**config.mk**
```make
export PLATFORM = sky130hd
export DESIGN_NAME = me_frame_sequencer
export DESIGN_NICKNAME = d
export VERILOG_FILES = /design/src/rtl/me_pkg.sv /design/src/rtl/me_min_tracker.sv /design/src/rtl/me_frame_sequencer.sv
export SDC_FILE = /design/constraint.sdc
export NUM_CORES = 1
export LEC_CHECK = 0
export ABC_CLOCK_PERIOD_IN_PS = 6200
export CAP_MARGIN = 25
export CORE_MARGIN = 8
export CORE_UTILIZATION = 35
export CTS_CLUSTER_DIAMETER = 30
export DETAILED_ROUTE_END_ITERATION = 7
export GPL_TIMING_DRIVEN = 0
export HOLD_SLACK_MARGIN = 0.12
export SLEW_MARGIN = 10
export SYNTH_ARGS = -nofsm -noshare
export SYNTH_HDL_FRONTEND = slang
export SYNTH_HIERARCHICAL = 1
export SYNTH_SLANG_ARGS = --single-unit
```
**constraint.sdc**
```tcl
create_clock -name in_clk -period 6.2 [get_ports in_clk]
set_input_delay 0.62 -clock in_clk [delete_from_list [all_inputs] [get_ports in_clk]]
set_output_delay 0.62 -clock in_clk [all_outputs]
set_load 0.02 [all_outputs]
```
**src/rtl/me_pkg.sv**
```systemverilog
// Shared types and defaults for the block-match frame sequencer.
// State encoding, default memory depths and motion-vector field slicing.
package me_pkg;

    localparam int unsigned ME_DATA_WIDTH     = 8;
    localparam int unsigned ME_RB_DEPTH       = 256;
    localparam int unsigned ME_SW_DEPTH       = 961;
    localparam int unsigned ME_CAND_COUNT     = 256;
    localparam int unsigned ME_SAD_WIDTH      = 16;
    localparam int unsigned ME_COMPUTE_CYCLES = 4111;

    localparam int unsigned ME_RB_AW = $clog2(ME_RB_DEPTH);
    localparam int unsigned ME_SW_AW = $clog2(ME_SW_DEPTH);

    // Candidate index is row-major over the 16x16 displacement grid.
    localparam int unsigned ME_IDX_WIDTH = 8;
    localparam int unsigned ME_MV_WIDTH  = 4;
    localparam int unsigned ME_MV_X_LSB  = 0;
    localparam int unsigned ME_MV_Y_LSB  = 4;

    typedef enum logic [2:0] {
        StIdle,
        StLoadRb,
        StLoadSw,
        StCompute,
        StDrain,
        StDone
    } me_state_e;

endpackage

```
**src/rtl/me_min_tracker.sv**
```systemverilog
// Running minimum of candidate SADs; strict compare so ties keep the earlier index.
module me_min_tracker #(
    parameter int unsigned SAD_WIDTH = 16,
    parameter int unsigned IDX_WIDTH = 8
) (
    input  logic                 in_clk,
    input  logic                 in_rst,
    input  logic                 in_clear,
    input  logic                 in_valid,
    input  logic [SAD_WIDTH-1:0] in_sad,
    input  logic [IDX_WIDTH-1:0] in_idx,
    output logic [SAD_WIDTH-1:0] out_best_sad,
    output logic [IDX_WIDTH-1:0] out_best_idx
);

    always_ff @(posedge in_clk or posedge in_rst) begin
        if (in_rst) begin
            out_best_sad <= '1;
            out_best_idx <= '0;
        end else if (in_clear) begin
            out_best_sad <= '1;
            out_best_idx <= '0;
        end else if (in_valid && (in_sad < out_best_sad)) begin
            out_best_sad <= in_sad;
            out_best_idx <= in_idx;
        end
    end

endmodule

```
**src/rtl/me_frame_sequencer.sv**
```systemverilog
// Block-match sequencer: loads RB then SW memories, runs the PE control unit, tracks best SAD.
// Optional ME_EARLY_TERM_EN: a zero SAD ends the block early and raises out_early_term.
module me_frame_sequencer
    import me_pkg::*;
#(
    parameter int unsigned DATA_WIDTH      = ME_DATA_WIDTH,
    parameter int unsigned RB_MEMORY_DEPTH = ME_RB_DEPTH,
    parameter int unsigned SW_MEMORY_DEPTH = ME_SW_DEPTH,
    parameter int unsigned CAND_COUNT      = ME_CAND_COUNT,
    parameter int unsigned SAD_WIDTH       = ME_SAD_WIDTH,
    parameter int unsigned COMPUTE_CYCLES  = ME_COMPUTE_CYCLES
) (
    input  logic                               in_clk,
    input  logic                               in_rst,
    input  logic                               in_start,
    input  logic [DATA_WIDTH-1:0]              in_pix_data,
    input  logic                               in_pix_valid,
    output logic                               out_pix_ready,
    output logic [DATA_WIDTH-1:0]              out_wr_data,
    output logic                               out_rb_wr_en,
    output logic [$clog2(RB_MEMORY_DEPTH)-1:0] out_rb_wr_addr,
    output logic                               out_sw_wr_en,
    output logic [$clog2(SW_MEMORY_DEPTH)-1:0] out_sw_wr_addr,
    output logic                               out_cu_rst,
    output logic                               out_cu_ena,
    input  logic                               in_sad_valid,
    input  logic [SAD_WIDTH-1:0]               in_sad,
    output logic                               out_busy,
    output logic                               out_done,
    output logic [SAD_WIDTH-1:0]               out_best_sad,
    output logic [ME_MV_WIDTH-1:0]             out_best_mv_x,
    output logic [ME_MV_WIDTH-1:0]             out_best_mv_y
`ifdef ME_EARLY_TERM_EN
    ,
    output logic                               out_early_term
`endif
);

    localparam int unsigned RB_AW = $clog2(RB_MEMORY_DEPTH);
    localparam int unsigned SW_AW = $clog2(SW_MEMORY_DEPTH);
    localparam int unsigned CYC_W = $clog2(COMPUTE_CYCLES);
    localparam int unsigned CNT_W = $clog2(CAND_COUNT + 1);

    me_state_e               state;
    logic [RB_AW-1:0]        rb_cnt;
    logic [SW_AW-1:0]        sw_cnt;
    logic [CYC_W-1:0]        cyc_cnt;
    logic [CNT_W-1:0]        cand_cnt;
    logic [CNT_W-1:0]        cand_cnt_inc;
    logic [ME_IDX_WIDTH-1:0] best_idx;
    logic beat, sad_accept, cand_last, cyc_last, rb_last, sw_last, early_hit, entry_clear;

    assign out_pix_ready = (state == StLoadRb) || (state == StLoadSw);
    assign out_busy      = (state != StIdle);
    assign beat          = in_pix_valid && out_pix_ready;
    assign entry_clear   = (state == StIdle) && in_start;

    // Candidates are only counted while the datapath can produce them, and never past the quota.
    assign sad_accept   = in_sad_valid && ((state == StCompute) || (state == StDrain))
                          && (cand_cnt != CNT_W'(CAND_COUNT));
    assign cand_cnt_inc = cand_cnt + CNT_W'(sad_accept);
    assign cand_last    = (cand_cnt_inc == CNT_W'(CAND_COUNT));
    assign rb_last      = (rb_cnt == RB_AW'(RB_MEMORY_DEPTH - 1));
    assign sw_last      = (sw_cnt == SW_AW'(SW_MEMORY_DEPTH - 1));
    assign cyc_last     = (cyc_cnt == CYC_W'(COMPUTE_CYCLES - 1));

`ifdef ME_EARLY_TERM_EN
    assign early_hit = sad_accept && (in_sad == '0);
`else
    assign early_hit = 1'b0;
`endif

    me_min_tracker #(
        .SAD_WIDTH (SAD_WIDTH),
        .IDX_WIDTH (ME_IDX_WIDTH)
    ) u_min_tracker (
        .in_clk       (in_clk),
        .in_rst       (in_rst),
        .in_clear     (entry_clear),
        .in_valid     (sad_accept),
        .in_sad       (in_sad),
        .in_idx       (cand_cnt[ME_IDX_WIDTH-1:0]),
        .out_best_sad (out_best_sad),
        .out_best_idx (best_idx)
    );

    assign out_best_mv_x = best_idx[ME_MV_X_LSB +: ME_MV_WIDTH];
    assign out_best_mv_y = best_idx[ME_MV_Y_LSB +: ME_MV_WIDTH];

    always_ff @(posedge in_clk or posedge in_rst) begin
        if (in_rst) begin
            state          <= StIdle;
            rb_cnt         <= '0;
            sw_cnt         <= '0;
            cyc_cnt        <= '0;
            cand_cnt       <= '0;
            out_wr_data    <= '0;
            out_rb_wr_en   <= 1'b0;
            out_rb_wr_addr <= '0;
            out_sw_wr_en   <= 1'b0;
            out_sw_wr_addr <= '0;
            out_cu_rst     <= 1'b1;
            out_cu_ena     <= 1'b0;
            out_done       <= 1'b0;
`ifdef ME_EARLY_TERM_EN
            out_early_term <= 1'b0;
`endif
        end else begin
            out_rb_wr_en <= 1'b0;
            out_sw_wr_en <= 1'b0;
            out_done     <= 1'b0;
            if (beat) begin
                out_wr_data <= in_pix_data;
            end
            if (sad_accept) begin
                cand_cnt <= cand_cnt_inc;
            end
`ifdef ME_EARLY_TERM_EN
            if (entry_clear) begin
                out_early_term <= 1'b0;
            end else if (early_hit) begin
                out_early_term <= 1'b1;
            end
`endif
            unique case (state)
                StIdle: begin
                    if (in_start) begin
                        state    <= StLoadRb;
                        rb_cnt   <= '0;
                        sw_cnt   <= '0;
                        cand_cnt <= '0;
                    end
                end
                StLoadRb: begin
                    if (beat) begin
                        out_rb_wr_en   <= 1'b1;
                        out_rb_wr_addr <= rb_cnt;
                        rb_cnt         <= rb_cnt + RB_AW'(1);
                        if (rb_last) begin
                            state <= StLoadSw;
                        end
                    end
                end
                StLoadSw: begin
                    if (beat) begin
                        out_sw_wr_en   <= 1'b1;
                        out_sw_wr_addr <= sw_cnt;
                        sw_cnt         <= sw_cnt + SW_AW'(1);
                        if (sw_last) begin
                            state      <= StCompute;
                            cyc_cnt    <= '0;
                            out_cu_rst <= 1'b0;
                            out_cu_ena <= 1'b1;
                        end
                    end
                end
                StCompute: begin
                    cyc_cnt <= cyc_cnt + CYC_W'(1);
                    if (early_hit || cyc_last) begin
                        out_cu_ena <= 1'b0;
                        out_cu_rst <= 1'b1;
                    end
                    // Last candidate landing on the expiry cycle skips DRAIN entirely.
                    if (early_hit || (cyc_last && cand_last)) begin
                        state    <= StDone;
                        out_done <= 1'b1;
                    end else if (cyc_last) begin
                        state <= StDrain;
                    end
                end
                StDrain: begin
                    if (early_hit || cand_last) begin
                        state    <= StDone;
                        out_done <= 1'b1;
                    end
                end
                StDone: begin
                    state <= StIdle;
                end
                default: begin
                    state <= StIdle;
                end
            endcase
        end
    end

endmodule
```
==> metrics.md, run 1 <==
| Metric | Value |
|---|---|
| TritonCTS clock tree | `built` |
| Final Hold Vio Count | `0` |
| Final setup vio count | `0` |
| Max Slew Vio Count | `0` |
| Nets@finish | `650` |
| Top Layer Used | `met4` |
| Maximum clock rate | `0.337 GHz` |
| CP top delay family | `simple AND/OR/NAND/NOR gates` |
| Crit path largest cell delay | `0.42 ns` |
| Switching share of power | `0.255` |
| Internal power | `1.12 mW` |
| Netlist cell types | `60` |
| Finished Core Util | `0.458` |
| Sequential cell area | `0.00247 sq mm` |
| Cell with the most instances after synthesis | `dfrtp_1` |
| WL met2 | `5.53 mm` |
| Postcts setup bufs | `0` |
| Routed wire per std cell | `15.1 um` |
| CTS Buffer Depth | `2` |
| PostCTS Resize Cnt | `0` |
| Starting density of the core | `0.359` |
| RD Place Congestion | `0.826` |
| Metal-1 WL | `5.55 mm` |
| Flops & latches, synth | `98` |
| Rel. slew slack | `0.552` |
| Combinational power share | `0.143` |
| Total GRT Usage | `0.129` |
| Fillcell total | `1399` |
| DR pass1 iterations | `4` |
| Status | `completed` |
| Row count | `44` |
| Congestion Overflow GR | `0` |
| Area delta synth->final | `27.6%` |
| Mapped Cells | `501` |
| Hold Crit Start | `out_cu_rst` |
| XOR/XNOR Fraction of Synth Area | `0.0470` |
| Post-synth top area share | `0.389` |
| Ys async rst share | `1.00` |
| Worst endpoint required time | `6.47 ns` |
| R2R setup slack | `3.23 ns` |
| Cell mode on critical path | `ha_1` |
| DRT antenna net count | `0` |
| Via-per-instance ratio | `4.93` |
| Critical path launch point | `state[0]` |
| Adder-Cell Fraction of Synth Area | `0.0528` |
| Synth top area cells | `dfrtp_1, dfstp_2, ha_1` |
| Drt drc | `0` |
| Max FO, Critical Path | `10` |
| Clk_lat worst skew | `0.35 ns` |
| Clock sink total | `98` |
| Share of layout cells above drive strength 1 | `0.149` |
| Multiplexer share of the synthesized area | `0.0847` |
| Initial antenna violation count | `0` |
| Worst-path cell chain | `buf_2 > nor3b_1 > o21a_4 > and2_1 > ha_1 > ha_1 > nand2_1 > nor2b_1 > nand3_2 > or3_1 > a21oi_1` |
| Ys flop type | `dfrtp_1` |
| Worst hold path type | `flop to flop` |
| Synthesized area per cell | `10.4 sq um` |
| Cell area power density | `225 mW/mm^2` |
| Share of power burned in the clock network | `0.384` |
| Core ar. | `0.0145 sq mm` |
| Pleak | `2.91 nW` |
| Mapped Area | `0.00522 sq mm` |
| RSZ-0062 raised after global routing | `no` |
| Die X | `138 um` |
| First-pass GRT wire length | `20.5 mm` |
| I/O pins | `86` |
| Tcrit/Tclk final | `0.479` |
| HPWL after DPL | `8.73 mm` |
| Compound-gate portion of the synthesized area | `0.0720` |
| Simple-gate share of the synthesized area | `0.224` |
| WP buf/inv | `1` |
| Cell total after placement | `771` |
| Setup_tns | `0 ns` |
| Sequential cell area fraction in the yosys report | `0.474` |
| Height of the die | `138 um` |
| Largest net degree at the start of global routing | `39` |
| Place WS | `2.95 ns` |
| Net Sw Power | `0.383 mW` |
| DP Area | `0.00632 sq mm` |
| Max-Cap Viols | `0` |
| Largest family of logic cells by synthesized area | `simple AND/OR/NAND/NOR gates` |
| Port Buffer Count | `85` |
| CTS Root Buffer Type | `clkbuf_16` |
| Critical path launch point type | `flop` |
| Met3 routed WL | `573 um` |
| CTS buffer count | `9` |
| Die area | `0.0191 sq mm` |
| Worst setup EP type | `flop` |
| Worst Tran Pin Value | `0.673 ns` |
| H-tree depth | `3` |
| Most instantiated cells after synthesis | `dfrtp_1, nor2_1, nand2_1` |
| Worst EP arrival | `3.23 ns` |
| Ant. Diodes | `0` |
| CTS clk-pin slew, worst paths | `0.06 ns` |
| Worst Skew | `0.00778 ns` |
| Max stage delay cell, worst path | `dfrtp_1` |
| Final cell count without fillers | `788` |
| Flop pwr share | `0.473` |
| Multi-input gate area | `0.00250 sq mm` |
| Crit Reg-Reg Startpoint | `state[0]` |
| Initial DRC Count | `214` |
| Hold-fix buffers, CTS | `0` |
| Post-synth top area cell | `dfrtp_1` |
| Min Tclk post-route | `2.97 ns` |
| Mapped Nets | `552` |
| Post-synth EDFFs | `0` |
| Design area | `0.00665 sq mm` |
| Vias in the first global route | `3972` |
| Crit Path Category | `flop to flop` |
| WL final | `11.9 mm` |
| Vias | `3886` |
| Slack of the critical path | `3.23 ns` |
| Ys Warns | `6` |
| Maximum vdd drop | `0.121 mV` |
==> metrics by stage <==
step	power, mW	hold slack, ns
CTS	1.52	0.463
floorplan	0.841	0.474
detailed placement	0.937	0.453
finish	1.50	0.459
global route	1.57	0.482
global placement	0.931	0.455
==> power by group through the flow <==
stage | clock network, mW | logic [mW] | registers, mW
after floorplan | 0 | 0.0978 | 0.743
after global placement | 0 | 0.210 | 0.720
after detailed placement | 0 | 0.216 | 0.721
after CTS | 0.593 | 0.217 | 0.710
after global routing | 0.621 | 0.237 | 0.716
final | 0.575 | 0.214 | 0.709
==> layout make-up <==
class | instances | share of cell area
well taps | 184 | 0.0346
inverters | 27 | 0.0158
plain buffers | 21 | 0.0205
clock buffers | 12 | 0.0385
clock inverters | 4 | 0.00752
repair buffers | 87 | 0.135
flip-flops and latches | 98 | 0.372
multi-input cells | 355 | 0.376
==> registers in the layout (all words and copies together), names as in the netlist, 3 cells and up <==
| name | count |
|---|---|
| sw_cnt | 10 |
| out_wr_data | 8 |
| cand_cnt | 9 |
| out_rb_wr_addr | 8 |
| u_min_tracker/out_best_sad | 16 |
| u_min_tracker/out_best_idx | 8 |
| rb_cnt | 8 |
| state | 3 |
| out_sw_wr_addr | 10 |
| cyc_cnt | 13 |
==> tightest hold or removal path, stage by stage, from the launching register on <==
cell	delay, ns
dfstp_2	0.37
inv_1	0.04
a21oi_1	0.05
==> cells by family (layout without fill, tap and decap cells) <==
family	Yosys count	count (layout)
simple gates	211	211
flops	98	98
compound gates	52	52
buf+inv	48	151
mux	42	42
xor+xnor	28	28
fa+ha+maj	22	22
==> metal layers <==
metal  vias up  global-route usage
met3        16              0.0356
met5         -                   0
met2        67               0.202
met1      1906               0.162
li1       1897                   -
met4         0              0.0641
==> cell usage in the layout, fill, tap and decap left out, types with 5 or more instances in the layout <==
cell type        Yosys  layout
nand4_1             10      10
nor2_1              65      65
nand3_1              9       9
nand2b_1            21      21
dfstp_2             17      17
clkbuf_1             7       8
inv_1               26      25
or3_1                7       7
mux2i_1             25      25
nor3_2               5       5
ha_1                22      22
o21ai_0             21      21
mux2_2              17      17
and3_1               7       7
clkbuf_16            0       9
a21oi_1             11      11
buf_6                6       6
dfrtp_1             81      81
clkdlybuf4s50_1      0      85
xor2_1              13      13
xnor2_1             15      15
nand2_1             51      51
==> path summary, 6_finish.rpt <==
kind | to | cells after the start
max in group asynchronous | cyc_cnt[7] | 3
min in group asynchronous | cand_cnt[7] | 2
hold / removal | out_cu_rst | 2
setup reg to reg | cand_cnt[8] | 11
hold reg to reg | out_cu_rst | 2
setup / recovery | cand_cnt[8] | 11
No activity file was read; power rests on OpenSTA's default activity.
==> run 2: changes to the inputs <==
Settings changed: ABC_CLOCK_PERIOD_IN_PS 6200 to 3100.
Clock period 6.2 ns to 3.1 ns, I/O delays scaled along.
==> metrics.md, run 2 (synthesized netlist as in run 1, its figures left out) <==
| Metric | Value |
|---|---|
| Status | `completed` |
| Die X | `138 um` |
| Congestion Overflow GR | `0` |
| Commonest non-fill, non-tap cell in the layout | `clkdlybuf4s50_1` |
| CTS Buffer Depth | `2` |
| Final cell count without fillers | `788` |
| Worst Tran Pin Value | `0.677 ns` |
| Total GRT Usage | `0.129` |
| Cell mode on critical path | `ha_1` |
| Die area | `0.0191 sq mm` |
| Share of power burned in the clock network | `0.384` |
| Worst setup EP type | `flop` |
| Crit Path Category | `flop to flop` |
| CTS clk-pin slew, worst paths | `0.07 ns` |
| Max reg flops | `16` |
| Design area | `0.00666 sq mm` |
| I/O pins | `86` |
| Max Slew Vio Count | `0` |
| Finished Core Util | `0.458` |
| Starting density of the core | `0.359` |
| CTS buffer count | `9` |
| Height of the die | `138 um` |
| Setup_tns | `0 ns` |
| WL final | `11.9 mm` |
| Core ar. | `0.0145 sq mm` |
| Flop pwr share | `0.473` |
| Register with the most flip-flops | `u_min_tracker/out_best_sad` |
| Switching share of power | `0.255` |
| RSZ-0062 raised after global routing | `no` |
| Final setup vio count | `0` |
| DRT antenna net count | `0` |
| Tcrit/Tclk final | `0.943` |
| Crit Reg-Reg Startpoint | `state[0]` |
| Min Tclk post-route | `2.92 ns` |
| Clock sink total | `98` |
| Largest net degree at the start of global routing | `39` |
| WP buf/inv | `1` |
| Sequential cell area | `0.00247 sq mm` |
| Final Hold Vio Count | `0` |
| Row count | `44` |
| Max-Cap Viols | `0` |
| Crit path largest cell delay | `0.41 ns` |
| Routed wire per std cell | `15.1 um` |
| Commonest non-fill, non-tap cells in the layout | `clkdlybuf4s50_1, dfrtp_1, nor2_1, nand2_1` |
| Worst endpoint required time | `3.37 ns` |
| Max FO, Critical Path | `10` |
| Drt drc | `0` |
| Nets@finish | `650` |
| Worst EP arrival | `3.19 ns` |
| Hold-fix buffers, CTS | `0` |
| Max stage delay cell, worst path | `dfrtp_1` |
| Maximum vdd drop | `0.242 mV` |
| Biggest regs | `u_min_tracker/out_best_sad: 16 flops, cyc_cnt: 13 flops` |
| Net Sw Power | `0.765 mW` |
| Cell total after placement | `771` |
| HPWL after DPL | `8.73 mm` |
| Ant. Diodes | `0` |
| Port Buffer Count | `85` |
| Worst-path cell chain | `buf_2 > and3b_2 > o21a_4 > and2_1 > ha_1 > ha_1 > nand2_1 > nor2b_2 > nand3_2 > or3_1 > a21oi_1` |
| Vias in the first global route | `3972` |
| CP top delay family | `simple AND/OR/NAND/NOR gates` |
| CTS Root Buffer Type | `clkbuf_16` |
| Rel. slew slack | `0.549` |
| DP Area | `0.00632 sq mm` |
| Critical path launch point | `state[0]` |
| Pleak | `2.91 nW` |
| R2R setup slack | `0.18 ns` |
| DR pass1 iterations | `4` |
| Critical Path Sink | `cand_cnt[8]` |
| H-tree depth | `3` |
| Initial DRC Count | `204` |
| Worst path depth | `11` |
| Initial antenna violation count | `0` |
| Vias | `3895` |
| Worst reg2reg path depth | `11` |
| Area delta synth->final | `27.7%` |
| R2r endpoint | `cand_cnt[8]` |
| Clk_lat worst skew | `0.35 ns` |
| Via-per-instance ratio | `4.94` |
| Postcts setup bufs | `0` |
| Maximum clock rate | `0.342 GHz` |
| Combinational power share | `0.143` |
| RD Place Congestion | `0.826` |
| Worst Skew | `0.00777 ns` |
| Cell area power density | `450 mW/mm^2` |
| Share of layout cells above drive strength 1 | `0.152` |
| TritonCTS clock tree | `built` |
| Fillcell total | `1397` |
| Critical path launch point type | `flop` |
| PostCTS Resize Cnt | `0` |
| Internal power | `2.23 mW` |
| First-pass GRT wire length | `20.5 mm` |
| PnR Total Power | `3.00 mW` |
| Worst hold path type | `input port to asynchronous set/reset pin` |
| Multi-input gate area | `0.00251 sq mm` |
[run 2: cell count changes in the layout (fill, tap and decap cells not counted)]
cell / before / now
nor2b_1: 2 / 1
nor2b_2: 0 / 1
nor3b_1: 3 / 2
nor3b_2: 4 / 5
[run 2: layout make-up]
| class | instances | share of cell area |
|---|---|---|
| clock buffers | 12 | 0.0385 |
| repair buffers | 87 | 0.135 |
| multi-input cells | 355 | 0.377 |
| inverters | 27 | 0.0158 |
| clock inverters | 4 | 0.00751 |
| plain buffers | 21 | 0.0205 |
| well taps | 184 | 0.0346 |
| flip-flops and latches | 98 | 0.371 |
[run 2: routing by layer]
layer | wire, um | part of all wire | global-route usage
met1 | 5540 | 0.46 | 0.162
met2 | 5500 | 0.46 | 0.202
met3 | 605 | 0.051 | 0.0356
met4 | 266 | 0.022 | 0.0641
met5 | 0 | 0 | 0
[run 2: through the flow]
step,worst slack [ns],hold WS [ns]
floorplan,0.586,0.313
global placement,-0.441,0.455
detailed placement,0.158,0.453
CTS,0.140,0.381
global route,0.00174,0.412
finish,0.177,0.365
[run 2: how the worst min path moves through the flow]
stage                           from                             to  slack (ns)  cells after the start
final                         in_rst                    cand_cnt[7]        0.37                      2
after global routing          in_rst                    cand_cnt[7]        0.41                      2
after CTS                     in_rst                    cand_cnt[7]        0.38                      2
after detailed placement  out_cu_rst                     out_cu_rst        0.45                      2
after global placement    out_cu_rst                     out_cu_rst        0.46                      2
after floorplan               in_rst  u_min_tracker/out_best_idx[0]        0.31                      1
[run 2: worst reg2reg max path, delay by kind of cell (launching register included)]
family	cells	cell delay, ns
DFF	1	0.41
buffers and inverters	1	0.24
AOI/OAI and AO/OA	2	0.37
and+or+nand+nor	6	1.32
adders and majority gates	2	0.49
[run 2: power by group through the flow]
stage	Clock, mW	Combinational (mW)	Sequential [mW]
finish	1.15	0.429	1.42
global route	1.24	0.475	1.43
CTS	1.19	0.433	1.42
detailed placement	0	0.432	1.44
global placement	0	0.421	1.44
floorplan	0	0.196	1.49
==> run 3: changes to the inputs <==
Settings changed: CORE_MARGIN 8 to 2, PLACE_DENSITY_LB_ADDON set to 0.08.
==> metrics.md, run 3 (synthesized netlist as in run 1, its figures left out) <==
| Metric | Value |
|---|---|
| Status | `completed` |
| Port Buffer Count | `85` |
| Max stage delay cell, worst path | `dfrtp_1` |
| H-tree depth | `3` |
| WP buf/inv | `1` |
| TritonCTS clock tree | `built` |
| Critical path launch point type | `flop` |
| Clock sink total | `98` |
| CTS buffer count | `9` |
| Worst hold path type | `input port to asynchronous set/reset pin` |
| CTS clk-pin slew, worst paths | `0.07 ns` |
| Cell total after placement | `771` |
| WL met2 | `5.13 mm` |
| Min Tclk post-route | `2.82 ns` |
| Final Hold Vio Count | `0` |
| Top Layer Used | `met4` |
| Cell mode on critical path | `ha_1` |
| Area delta synth->final | `26.8%` |
| Rel. slew slack | `0.517` |
| Drt drc | `0` |
| Row count | `44` |
| Worst Skew | `0.00582 ns` |
| DRT antenna net count | `0` |
| Max reg flops | `16` |
| Final setup vio count | `0` |
| Starting density of the core | `0.359` |
| First-pass GRT wire length | `19.5 mm` |
| Commonest non-fill, non-tap cells in the layout | `clkdlybuf4s50_1, dfrtp_1, nor2_1, nand2_1` |
| Nets@finish | `650` |
| Initial DRC Count | `156` |
| Via-per-instance ratio | `4.94` |
| Die area | `0.0159 sq mm` |
| Largest net degree at the start of global routing | `42` |
| Cell area power density | `435 mW/mm^2` |
| RD Place Congestion | `0.823` |
| I/O pins | `86` |
| Tcrit/Tclk final | `0.910` |
| Core ar. | `0.0145 sq mm` |
| PnR Total Power | `2.88 mW` |
| Pleak | `2.88 nW` |
| Final cell count without fillers | `788` |
| HPWL after DPL | `8.26 mm` |
| Max Slew Vio Count | `0` |
| CP top delay family | `simple AND/OR/NAND/NOR gates` |
| Max FO, Critical Path | `10` |
| Worst setup EP type | `flop` |
| Clk_lat worst skew | `0.35 ns` |
| Worst EP arrival | `3.09 ns` |
| Congestion Overflow GR | `0` |
| Fillcell total | `1401` |
| Biggest regs | `u_min_tracker/out_best_sad: 16 flops, cyc_cnt: 13 flops` |
| Height of the die | `126 um` |
| Worst-path cell chain | `buf_2 > and3b_2 > o21a_4 > and2_1 > ha_1 > ha_1 > nand2_1 > nor2b_1 > nand3_2 > or3_1 > a21oi_1` |
| Maximum vdd drop | `0.235 mV` |
| Register with the most flip-flops | `u_min_tracker/out_best_sad` |
| WL final | `11.5 mm` |
| Vias in the first global route | `3928` |
| Met3 routed WL | `442 um` |
| Routed wire per std cell | `14.5 um` |
| Postcts setup bufs | `0` |
| Max-Cap Viols | `0` |
| Metal-1 WL | `5.67 mm` |
| RSZ-0062 raised after global routing | `no` |
| Vias | `3892` |
| CTS Buffer Depth | `2` |
| Commonest non-fill, non-tap cell in the layout | `clkdlybuf4s50_1` |
| Ant. Diodes | `0` |
| Die X | `126 um` |
| Share of layout cells above drive strength 1 | `0.147` |
| Worst endpoint required time | `3.37 ns` |
| Total GRT Usage | `0.151` |
| Crit path largest cell delay | `0.38 ns` |
| Crit Path Category | `flop to flop` |
| Worst Tran Pin Value | `0.724 ns` |
| Initial antenna violation count | `0` |
| Maximum clock rate | `0.355 GHz` |
| DR pass1 iterations | `4` |
| CTS Root Buffer Type | `clkbuf_16` |
[run 3: cell types whose count changed in the layout (fill, tap and decap cells not counted)]
| cell | delta |
|---|---|
| buf_8 | +1 |
| nor4_2 | +1 |
| clkbuf_1 | +3 |
| nor2b_2 | -1 |
| clkinvlp_4 | -1 |
| clkbuf_8 | -1 |
| nor4_1 | -1 |
| bufinv_16 | -1 |
| nor2b_1 | +1 |
| buf_16 | -1 |
[run 3: worst paths after layout]
| check | from | endpoint | slack, ns | cells past startpoint |
|---|---|---|---|---|
| setup / recovery | state[0] | cand_cnt[8] | 0.28 | 11 |
| hold / removal | in_rst | out_sw_wr_addr[4] | 0.35 | 2 |
| setup reg to reg | state[0] | cand_cnt[8] | 0.28 | 11 |
| hold reg to reg | out_cu_rst | out_cu_rst | 0.46 | 2 |
| max in group asynchronous | in_rst | out_cu_rst | 2.12 | 3 |
| min in group in_clk | out_cu_rst | out_cu_rst | 0.46 | 2 |
[run 3: metal layers]
layer | GRT usage | vias up
met2 | 0.230 | 78
met4 | 0.0601 | 0
met1 | 0.213 | 1893
met3 | 0.0280 | 17
li1 | - | 1904
met5 | 0 | -
[run 3: cell type report]
type | instances | area, sq um | area share
tap | 184 | 230 | 0.0348
clock inverter | 2 | 12.5 | 0.00189
timing repair buffer | 87 | 886 | 0.134
sequential | 98 | 2470 | 0.374
buffer | 21 | 136 | 0.0206
clock buffer | 14 | 254 | 0.0384
inverter | 27 | 105 | 0.0159
multi-input combinational | 355 | 2510 | 0.380
[run 3: repair_timing]
item,CTS,global route
gates resized for setup,0,2
setup endpoints to repair,0,3
hold buffers,0,0
[run 3: power breakdown]
| part | internal (mW) | switching (mW) | total, mW |
|---|---|---|---|
| Clock | 0.567 | 0.469 | 1.04 |
| Combinational | 0.207 | 0.218 | 0.425 |
| Sequential | 1.36 | 0.0637 | 1.42 |
| Total | 2.13 | 0.751 | 2.88 |
[run 3: metrics by stage]
stage / TNS [ns] / setup WS [ns] / utilization / instance area [sq um] / hold slack, ns
after floorplan: 0 / 0.586 / - / 5220 / 0.313
after global placement: -33.10 / -0.459 / 0.433 / 6300 / 0.453
after detailed placement: 0 / 0.161 / 0.435 / 6320 / 0.455
after CTS: 0 / 0.250 / 0.453 / 6590 / 0.366
after global routing: 0 / 0.00471 / 0.455 / 6610 / 0.399
final: 0 / 0.280 / 0.455 / 6610 / 0.353
[run 3: worst reg2reg max path: stages (launching register included)]
cell     delay, ns
dfrtp_1       0.38
buf_2         0.23
and3b_2       0.29
o21a_4        0.19
and2_1        0.23
ha_1          0.24
ha_1          0.23
nand2_1       0.11
nor2b_1       0.23
nand3_2       0.12
or3_1         0.35
a21oi_1       0.14
==> patch: new RTL, settings of run 2 <==
Set the package constant `ME_COMPUTE_CYCLES` to 1027 (it was 4111).
--- a/src/rtl/me_pkg.sv
+++ b/src/rtl/me_pkg.sv
@@ -7,7 +7,7 @@
     localparam int unsigned ME_SW_DEPTH       = 961;
     localparam int unsigned ME_CAND_COUNT     = 256;
     localparam int unsigned ME_SAD_WIDTH      = 16;
-    localparam int unsigned ME_COMPUTE_CYCLES = 4111;
+    localparam int unsigned ME_COMPUTE_CYCLES = 1027;
 
     localparam int unsigned ME_RB_AW = $clog2(ME_RB_DEPTH);
     localparam int unsigned ME_SW_AW = $clog2(ME_SW_DEPTH);
Check against the original RTL: no difference found for any inputs over 10 cycles, from zero or initial values and one cycle with in_rst high; that may be too few to reach the edited logic, so the function may still have changed.
==> patch against run 2 <==
Non-clock buffer count up 3. Sequential cell count down 2. Clock skew about the same. Largest power group unchanged. Critical endpoint is now state[0]$_DFFE_PP0P_. Area after synthesis down 3.9%. Cell area down 3.1%. Setup slack better by 92 ps. Highest routed layer unchanged. Wire length up 0.49%. Critical path type unchanged. Power up 0.50%. First-iteration DRC count up 11%. Combinational power up 3%.
==> patch: results (changes against run 2) <==
Number of DRC violations after detailed-routing iteration 0: 226 (+11%). The final critical path time including I/O delays and setup works out to 2830 ps (-91.9 ps). Worst-case clock skew: 7.89 ps (+0.118 ps).

The setup slack on the worst flop-to-flop path came out at 270 ps (+90 ps). By count the netlist is led by dfrtp_1 (79), nand2_1 (75), nor2_1 (57). The logs give 3070 ps (-120 ps) for the critical path data arrival time and 6 (unchanged) for the number of warnings printed during yosys synthesis.

The logs give 4170 (+5.0%) for the number of global-route vias before repair and 350 ps (about the same) for the clock insertion delay at the later pin of the skew report. For the largest voltage drop on the vdd net, the log shows 0.000434 V (+79%). The largest registers in the layout are u_min_tracker/out_best_sad (16), cyc_cnt (11).

The placed wire-length estimate is 8830 um (+1.2%). Actual transition at the worst max-transition pin: 792 ps (+115 ps). The tools report the sequential share of the synthesized area as 0.483 (+0.00919). The ratio of routed vias to standard cells was 5.08 (+2.8%); the leakage component of the power was 2.96 nW (+1.9%).

The highest fanout seen on the critical path is 8 (-2), and the net count of the finished layout is 664 (+2.2%). The global-route wire length before repair is 20100 um (-2.1%). The cell-internal power was 2.24 mW (+0.34%). The run gives 567 (+2.7%) as the synthesized net count. The capturing element of the worst setup path is state[0]$_DFFE_PP0P_.

The run gives 782 (+1.4%) as the number of placed cells counting well taps. The flow ran to the end, and the final reports show no timing, DRC or antenna violations. The proportion of synthesized area in mux cells came out at 0.0779 (-0.00681). CTS placed an instance of clkbuf_16 at the clock tree root.

The number of distinct library cell variants in the gate-level netlist after synthesis is 54 (-10%), and the fraction of synthesized cell area in xor and xnor cells is 0.0332 (-0.0138). The run gives 0 (unchanged) as the count of inserted antenna diode cells. Post-placement setup slack: -136 ps (-293 ps). The average detailed-routed wire length per instance was 15.0 um (-0.77%); the number of levels the H-tree was split into was 3 (unchanged).

Synthesized-area fraction occupied by adder cells: 0.0549 (+0.00213). The global-route usage over all layers is 0.135 (+0.00582), and the average cell area after synthesis is 9.72 sq um (-6.7%). Area fraction in compound gates after synthesis: 0.0849 (+0.0129). The tools report the largest net degree at the start of global routing as 46 (+18%). Yosys attributes the largest share of cell area to dfrtp_1 (39%), dfstp_2 (8.9%), mux2i_1 (6.0%). The cell row count was 43 (-2.3%); the proportion of layout cells with a drive suffix above 1 was 0.104 (-0.0488). The final estimated routing congestion in global placement is 0.824 (-0.22%). The filler-free cell count of the finished design came out at 798 (+1.3%).

In this run the worst hold path is classified as in -> async. The cell depth of the worst flop-to-flop path works out to 12 (+1). The run gives 380 ps (+15.1 ps) as the smallest hold slack. The count of port buffers added during placement is 85 (unchanged).

The worst reg2reg path startpoint was cand_cnt[3]$_DFF_PP0_. The critical path starts at cand_cnt[3]$_DFF_PP0_.
==> patch: power by group through the flow <==
stage               registers [mW]  logic (mW)  clock network, mW
floorplan                     1.48       0.172                  0
CTS                           1.40       0.448               1.21
detailed placement            1.43       0.447                  0
global placement              1.43       0.432                  0
global route                  1.42       0.489               1.25
finish                        1.41       0.444               1.16
==> patch: metal layers <==
metal,part of all wire,GRT usage
met1,0.46,0.168
met2,0.45,0.214
met3,0.082,0.0527
met4,0.011,0.0382
met5,0,0
==> patch: area by class of cell <==
type                       instances  area (sq um)
multi-input combinational        364          2350
clock buffer                      14           274
fill                            1330          7480
sequential                        96          2420
buffer                            24           120
tap                              180           225
inverter                          31           119
clock inverter                     2          37.5
timing repair buffer              87           906
==> patch: stage by stage <==
| stage | power, mW | area (sq um) |
|---|---|---|
| finish | 3.01 | 6460 |
| detailed placement | 1.87 | 6120 |
| global route | 3.15 | 6460 |
| global placement | 1.86 | 6090 |
| CTS | 3.06 | 6430 |
| floorplan | 1.65 | 5010 |
==> patch: critical path: stages, from the launching register on <==
cell and delay (ps):
dfrtp_1 380, clkbuf_1 200, nor4b_1 340, nand3_1 250
nand2_1 170, inv_1 100, ha_1 230, ha_1 240
and3_1 180, clkbuf_1 150, xor2_1 160, a31oi_1 230
o21ai_1 80
==> patch: timing repair <==
item / 4_1_cts / 5_1_grt
resized for setup: 0 / 2
endpoints found under the setup margin: 0 / 26
setup buffers: 0 / 0
